### config.mk
export PLATFORM = sky130hd
export DESIGN_NAME = control_unit
export DESIGN_NICKNAME = d
export VERILOG_FILES = /design/src/rtl/control_unit.sv
export SDC_FILE = /design/constraint.sdc
export NUM_CORES = 1
export LEC_CHECK = 0
export ABC_AREA = 1
export ABC_CLOCK_PERIOD_IN_PS = 4700
export CORE_AREA = 2 2 67 69
export CTS_BUF_LIST = sky130_fd_sc_hd__clkbuf_16
export DETAILED_ROUTE_END_ITERATION = 8
export DIE_AREA = 0 0 69 71
export GPL_TIMING_DRIVEN = 0
export HOLD_SLACK_MARGIN = 0.12
export PLACE_DENSITY = 0.74
export SYNTH_ARGS = -nofsm -noshare
export SYNTH_HDL_FRONTEND = slang
export SYNTH_SLANG_ARGS = --single-unit
### constraint.sdc
create_clock -name clk -period 4.7 [get_ports clk]
set_clock_uncertainty 0.05 [all_clocks]
set_input_delay 0.94 -clock clk [delete_from_list [all_inputs] [get_ports clk]]
set_output_delay 0.94 -clock clk [all_outputs]
set_load 0.01 [all_outputs]
### src/rtl/control_unit.sv
// Multicycle MIPS-subset control sequencer: one state per clock, registered
// Moore outputs, invalid-opcode and overflow exceptions vectored via memory.
module control_unit (
    input  logic       clk,
    input  logic       rst,
    input  logic [5:0] opcode,
    input  logic [5:0] funct,
    input  logic       alu_overflow,
    input  logic       alu_zero,
    output logic       pc_write,
    output logic [1:0] iord,
    output logic [1:0] error_sel,
    output logic       mem_write,
    output logic       ir_write,
    output logic       mdr_write,
    output logic       ab_write,
    output logic [2:0] regdst,
    output logic [3:0] memtoreg,
    output logic       reg_write,
    output logic       alusrca,
    output logic [1:0] alusrcb,
    output logic [2:0] aluop,
    output logic       aluout_write,
    output logic       epc_write,
    output logic [2:0] pcsource,
    output logic       ls_byte,
    output logic [4:0] state_dbg
);

    typedef enum logic [4:0] {
        S_RESET, S_FETCH0, S_FETCH1, S_FETCH2, S_DECODE,
        S_R_ALU, S_R_WB, S_JR, S_ADDI, S_I_WB,
        S_MEMADR, S_LW0, S_LW1, S_LW2, S_LW3, S_SW0,
        S_BRANCH, S_J, S_JAL,
        S_EXC0, S_EXC1, S_EXC2, S_EXC3, S_EXC4
    } state_t;

    typedef struct packed {
        logic       pc_write;
        logic [1:0] iord;
        logic [1:0] error_sel;
        logic       mem_write;
        logic       ir_write;
        logic       mdr_write;
        logic       ab_write;
        logic [2:0] regdst;
        logic [3:0] memtoreg;
        logic       reg_write;
        logic       alusrca;
        logic [1:0] alusrcb;
        logic [2:0] aluop;
        logic       aluout_write;
        logic       epc_write;
        logic [2:0] pcsource;
        logic       ls_byte;
    } ctl_t;

    localparam logic [2:0] OP_ADD = 3'b001;
    localparam logic [2:0] OP_SUB = 3'b010;
    localparam logic [2:0] OP_AND = 3'b011;

    state_t state;
    state_t nxt;
    ctl_t   ctl;
    logic   code;
    logic   code_nxt;

    always_comb begin
        nxt      = state;
        code_nxt = code;
        case (state)
            S_RESET:  nxt = S_FETCH0;
            S_FETCH0: nxt = S_FETCH1;
            S_FETCH1: nxt = S_FETCH2;
            S_FETCH2: nxt = S_DECODE;
            S_DECODE: begin
                case (opcode)
                    6'h00: begin
                        case (funct)
                            6'h20, 6'h22, 6'h24: nxt = S_R_ALU;
                            6'h08:               nxt = S_JR;
                            default: begin
                                nxt      = S_EXC0;
                                code_nxt = 1'b0;
                            end
                        endcase
                    end
                    6'h08:        nxt = S_ADDI;
                    6'h23, 6'h2B: nxt = S_MEMADR;
                    6'h04, 6'h05: nxt = S_BRANCH;
                    6'h02:        nxt = S_J;
                    6'h03:        nxt = S_JAL;
                    default: begin
                        nxt      = S_EXC0;
                        code_nxt = 1'b0;
                    end
                endcase
            end
            S_R_ALU: begin
                if (alu_overflow && funct != 6'h24) begin
                    nxt      = S_EXC0;
                    code_nxt = 1'b1;
                end else begin
                    nxt = S_R_WB;
                end
            end
            S_ADDI: begin
                if (alu_overflow) begin
                    nxt      = S_EXC0;
                    code_nxt = 1'b1;
                end else begin
                    nxt = S_I_WB;
                end
            end
            S_MEMADR: nxt = opcode[3] ? S_SW0 : S_LW0;
            S_LW0:    nxt = S_LW1;
            S_LW1:    nxt = S_LW2;
            S_LW2:    nxt = S_LW3;
            S_EXC0:   nxt = S_EXC1;
            S_EXC1:   nxt = S_EXC2;
            S_EXC2:   nxt = S_EXC3;
            S_EXC3:   nxt = S_EXC4;
            default:  nxt = S_FETCH0;
        endcase
    end

    // Outputs are decoded from the state being entered, so they are registered
    function automatic ctl_t decode(state_t s, logic [5:0] fn, logic c);
        ctl_t d;
        d = '0;
        case (s)
            S_FETCH0, S_FETCH1: begin
                d.alusrcb = 2'd1;
                d.aluop   = OP_ADD;
            end
            S_FETCH2: begin
                d.alusrcb  = 2'd1;
                d.aluop    = OP_ADD;
                d.ir_write = 1'b1;
                d.pc_write = 1'b1;
            end
            S_DECODE: begin
                d.ab_write     = 1'b1;
                d.alusrcb      = 2'd3;
                d.aluop        = OP_ADD;
                d.aluout_write = 1'b1;
            end
            S_R_ALU: begin
                d.alusrca      = 1'b1;
                d.aluout_write = 1'b1;
                d.aluop        = (fn == 6'h22) ? OP_SUB :
                                 (fn == 6'h24) ? OP_AND : OP_ADD;
            end
            S_R_WB: begin
                d.regdst    = 3'd1;
                d.memtoreg  = 4'd1;
                d.reg_write = 1'b1;
            end
            S_ADDI, S_MEMADR: begin
                d.alusrca      = 1'b1;
                d.alusrcb      = 2'd2;
                d.aluop        = OP_ADD;
                d.aluout_write = 1'b1;
            end
            S_I_WB: begin
                d.memtoreg  = 4'd1;
                d.reg_write = 1'b1;
            end
            S_LW0, S_LW1: d.iord = 2'd2;
            S_LW2: begin
                d.iord      = 2'd2;
                d.mdr_write = 1'b1;
            end
            S_LW3: begin
                d.memtoreg  = 4'd4;
                d.reg_write = 1'b1;
            end
            S_SW0: begin
                d.iord      = 2'd2;
                d.mem_write = 1'b1;
            end
            S_BRANCH: begin
                d.alusrca  = 1'b1;
                d.aluop    = OP_SUB;
                d.pcsource = 3'd2;
            end
            S_J: begin
                d.pcsource = 3'd4;
                d.pc_write = 1'b1;
            end
            S_JAL: begin
                d.pcsource  = 3'd4;
                d.pc_write  = 1'b1;
                d.regdst    = 3'd2;
                d.memtoreg  = 4'd8;
                d.reg_write = 1'b1;
            end
            S_JR: begin
                d.pcsource = 3'd3;
                d.pc_write = 1'b1;
            end
            S_EXC0: begin
                d.alusrcb   = 2'd1;
                d.aluop     = OP_SUB;
                d.epc_write = 1'b1;
            end
            S_EXC1, S_EXC2: begin
                d.iord      = 2'd1;
                d.error_sel = {1'b0, c};
            end
            S_EXC3: begin
                d.iord      = 2'd1;
                d.error_sel = {1'b0, c};
                d.mdr_write = 1'b1;
            end
            S_EXC4: begin
                d.ls_byte  = 1'b1;
                d.pcsource = 3'd5;
                d.pc_write = 1'b1;
            end
            default: d = '0;
        endcase
        return d;
    endfunction

    always_ff @(posedge clk) begin
        if (rst) begin
            state <= S_RESET;
            ctl   <= '0;
            code  <= 1'b0;
        end else begin
            state <= nxt;
            ctl   <= decode(nxt, funct, code_nxt);
            code  <= code_nxt;
        end
    end

    // Branch decision is the one output that must see the live ALU flag
    assign pc_write = ctl.pc_write |
                      ((state == S_BRANCH) & (alu_zero ^ opcode[0]));

    assign iord         = ctl.iord;
    assign error_sel    = ctl.error_sel;
    assign mem_write    = ctl.mem_write;
    assign ir_write     = ctl.ir_write;
    assign mdr_write    = ctl.mdr_write;
    assign ab_write     = ctl.ab_write;
    assign regdst       = ctl.regdst;
    assign memtoreg     = ctl.memtoreg;
    assign reg_write    = ctl.reg_write;
    assign alusrca      = ctl.alusrca;
    assign alusrcb      = ctl.alusrcb;
    assign aluop        = ctl.aluop;
    assign aluout_write = ctl.aluout_write;
    assign epc_write    = ctl.epc_write;
    assign pcsource     = ctl.pcsource;
    assign ls_byte      = ctl.ls_byte;
    assign state_dbg    = state;

endmodule

==> key figures <==
Pwr
  • Leak pwr: 1.27 nW
  • Power Density: 445 nW/µm²
  • Peak VDD IR: 0.178 mV

Global route
  • Met3 Use GR: 0.0484
  • Global-route wire length before repair: 7.44 mm
  • Largest net degree at the start of global routing: 11
  • Number of global-route vias before repair: 1,705
  • Global route hottest layer: met2
  • GRT overflow: 0
  • Met1 usage: 0.223
  • GRT met2 Usage: 0.329
  • GRT Util Overall: 0.185
  • Number of antenna violations at the first check in global routing: 0

Final layout
  • Layout cell share with drive strength beyond 1: 0.172
  • Post-layout instance area: 2480 µm²
  • Fillers: 403
  • Inserted Diodes: 0
  • Fin nets: 341
  • Area of the multi-input gates: 911 µm²
  • Non-filler cells, final: 378
  • Util after Layout: 0.590
  • Commonest non-fill, non-tap cell in the layout: nand2_1
  • Commonest cells after routing, fill and taps aside: 63 x nand2_1, 45 x clkdlybuf4s50_1, 36 x nor2_1
  • Area occupied by registers: 601 µm²
  • Area grow syn2layout: 36.9%

Worst setup path
  • CP endpoint kind: output pin
  • WP data arrival: 2.25 ns
  • Setup crit start kind: input pin
  • RR Startpoint: state_dbg[4]
  • CP Data Required Time: 3.71 ns
  • Worst reg2reg path endpoint: ctl[28]
  • Worst reg-to-reg path cell count: 15
  • Worst R2R Setup Slack: 2.73 ns
  • CP max FO: 4
  • Crit Path Category: in -> out

Clock tree
  • Buffer count from post-CTS setup fixing: 0
  • Clk Latency, worst-skew pair: 0.27 ns
  • Post-CTS Hold Fix Bufs: 0
  • Clk slew on worst S/H paths: 0.05 ns
  • Total CTS buffers: 5
  • CTS max path bufs: 2
  • Clk root buf: clkbuf_16
  • Post-CTS sizing: 0
  • H-tree levels: 2
  • CTS tree: yes
  • CTS Sinks: 30

Synthesis
  • Synth cell types: 31
  • Area of the mapped netlist: 1810 µm²
  • Post-synth top area cell: dfxtp_1
  • Synth area leaders: dfxtp_1 33%, nand2_1 13%, buf_4 7.9%, nand3_1 7.7%, nor2_1 7.5%
  • Syn avg cell area: 6.71 µm²
  • Sequential area share after synthesis: 0.331
  • Yosys warning count: 0
  • Flop and latch count out of synthesis: 30
  • Yosys top cell area share: 0.331
  • Synth Instances: 270

STA
  • RSZ-0062 raised after global routing: false
  • Final Hold Fails: 0
  • Max-slew violation count: 0
  • FMAX: 308 MHz
  • Setup violations, final: 0
  • Sum Neg Setup Slack: 0 ns
  • Fin crit share: 0.690
  • Crit path time final: 3.24 ns

Floorplan
  • Core Box Area: 4200 µm²
  • Die area: 4900 µm²
  • Die width: 69 µm
  • Site row count: 24
  • I/O pin count: 50
  • Initial Util: 0.431
  • DIE HEIGHT: 71 µm

Drt
  • WL final: 4.37 mm
  • Detail Route Antenna Nets: 0
  • Initial DRT Pass Iterations: 4
  • Drt wl/cell: 11.6 µm
  • Vias: 1,859
  • # DRC: 0
  • First-iteration detailed-routing DRC count: 133
  • Vias per inst: 4.92

Hold path
  • Worst hold path depth: 3
  • Hold EP: ls_byte
  • Hold Crit Class: reg -> reg
  • Beginning of the worst hold path: state_dbg[4]

Placed design
  • Detailed placement HPWL: 3.53 mm
  • Placed insts: 370
  • IO buf count: 45
  • Gpl congestion: 0.863
  • DP Area: 2340 µm²

Status
  • Outcome: completed

Job
  • Max-cap viol count: 0
critical path: stages:
cell and delay (ns):
clkdlybuf4s50_1 0.47, xnor2_1 0.15, o21bai_1 0.14, clkdlybuf4s50_1 0.55
cell usage after synthesis:
master,n
conb_1,1
a22oi_1,1
nor2_1,36
nand4_1,6
nand2_4,2
o21ai_0,5
inv_1,32
o21a_1,1
nand3_1,28
clkbuf_1,1
o21bai_1,1
nand2_2,3
nand3b_1,4
dfxtp_1,30
a21oi_1,7
or2_1,1
nand3_4,1
xnor2_1,1
o21ai_1,1
buf_2,1
nor2_2,8
a31oi_1,1
buf_4,19
nand2_1,63
inv_4,1
nor3_1,1
a21oi_2,1
nor2_4,4
buf_6,2
inv_2,3
nand3_2,4
cell families after synthesis:
family,share of synthesized area
simple gates,0.433
buf+inv,0.172
flops,0.331
compound gates,0.0566
xor+xnor,0.00484
other cells,0.00207
sequential cells by signal (all words and copies together), names as in the netlist, 2 cells and up:
| name | flops |
|---|---|
| aluop | 2 |
| alusrcb | 2 |
| iord | 2 |
| pcsource | 3 |
| memtoreg | 3 |
| state_dbg | 5 |
worst max-delay path by stage:
stage | from | end | slack, ns | cells past startpoint
3_5_place_dp | opcode[0] | pc_write | 1.44 | 4
4_1_cts | opcode[0] | pc_write | 1.44 | 4
6_report | opcode[0] | pc_write | 1.46 | 4
3_3_place_gp | opcode[0] | pc_write | 1.47 | 4
2_1_floorplan | alu_zero | pc_write | 2.45 | 2
5_1_grt | opcode[0] | pc_write | 1.34 | 4
area by class of cell:
class,instances,area share
clock inverters,3,0.00656
inverters,36,0.0555
clock buffers,5,0.0505
well taps,52,0.0262
repair buffers,45,0.182
plain buffers,23,0.0701
flip-flops and latches,30,0.242
multi-input cells,184,0.367
layer usage:
layer | vias up | part of all wire | routed length [µm]
met2 | 67 | 0.51 | 2220
met3 | 5 | 0.056 | 243
met4 | 0 | 0.0082 | 36
met1 | 855 | 0.43 | 1870
li1 | 932 | - | -
met5 | - | 0 | 0
metrics by stage:
stage	setup WS [ns]	hold WS (ns)	total power, mW
finish	1.46	0.614	1.10
global route	1.34	0.600	1.17
CTS	1.44	0.584	1.10
detailed placement	1.44	0.559	0.802
global placement	1.47	0.555	0.796
floorplan	2.45	0.488	0.647
power breakdown:
| group | internal, mW | switching [mW] |
|---|---|---|
| registers | 0.288 | 0.0294 |
| logic | 0.196 | 0.287 |
| clock network | 0.193 | 0.111 |
| total | 0.677 | 0.428 |
(Power assumes the default switching activity.)
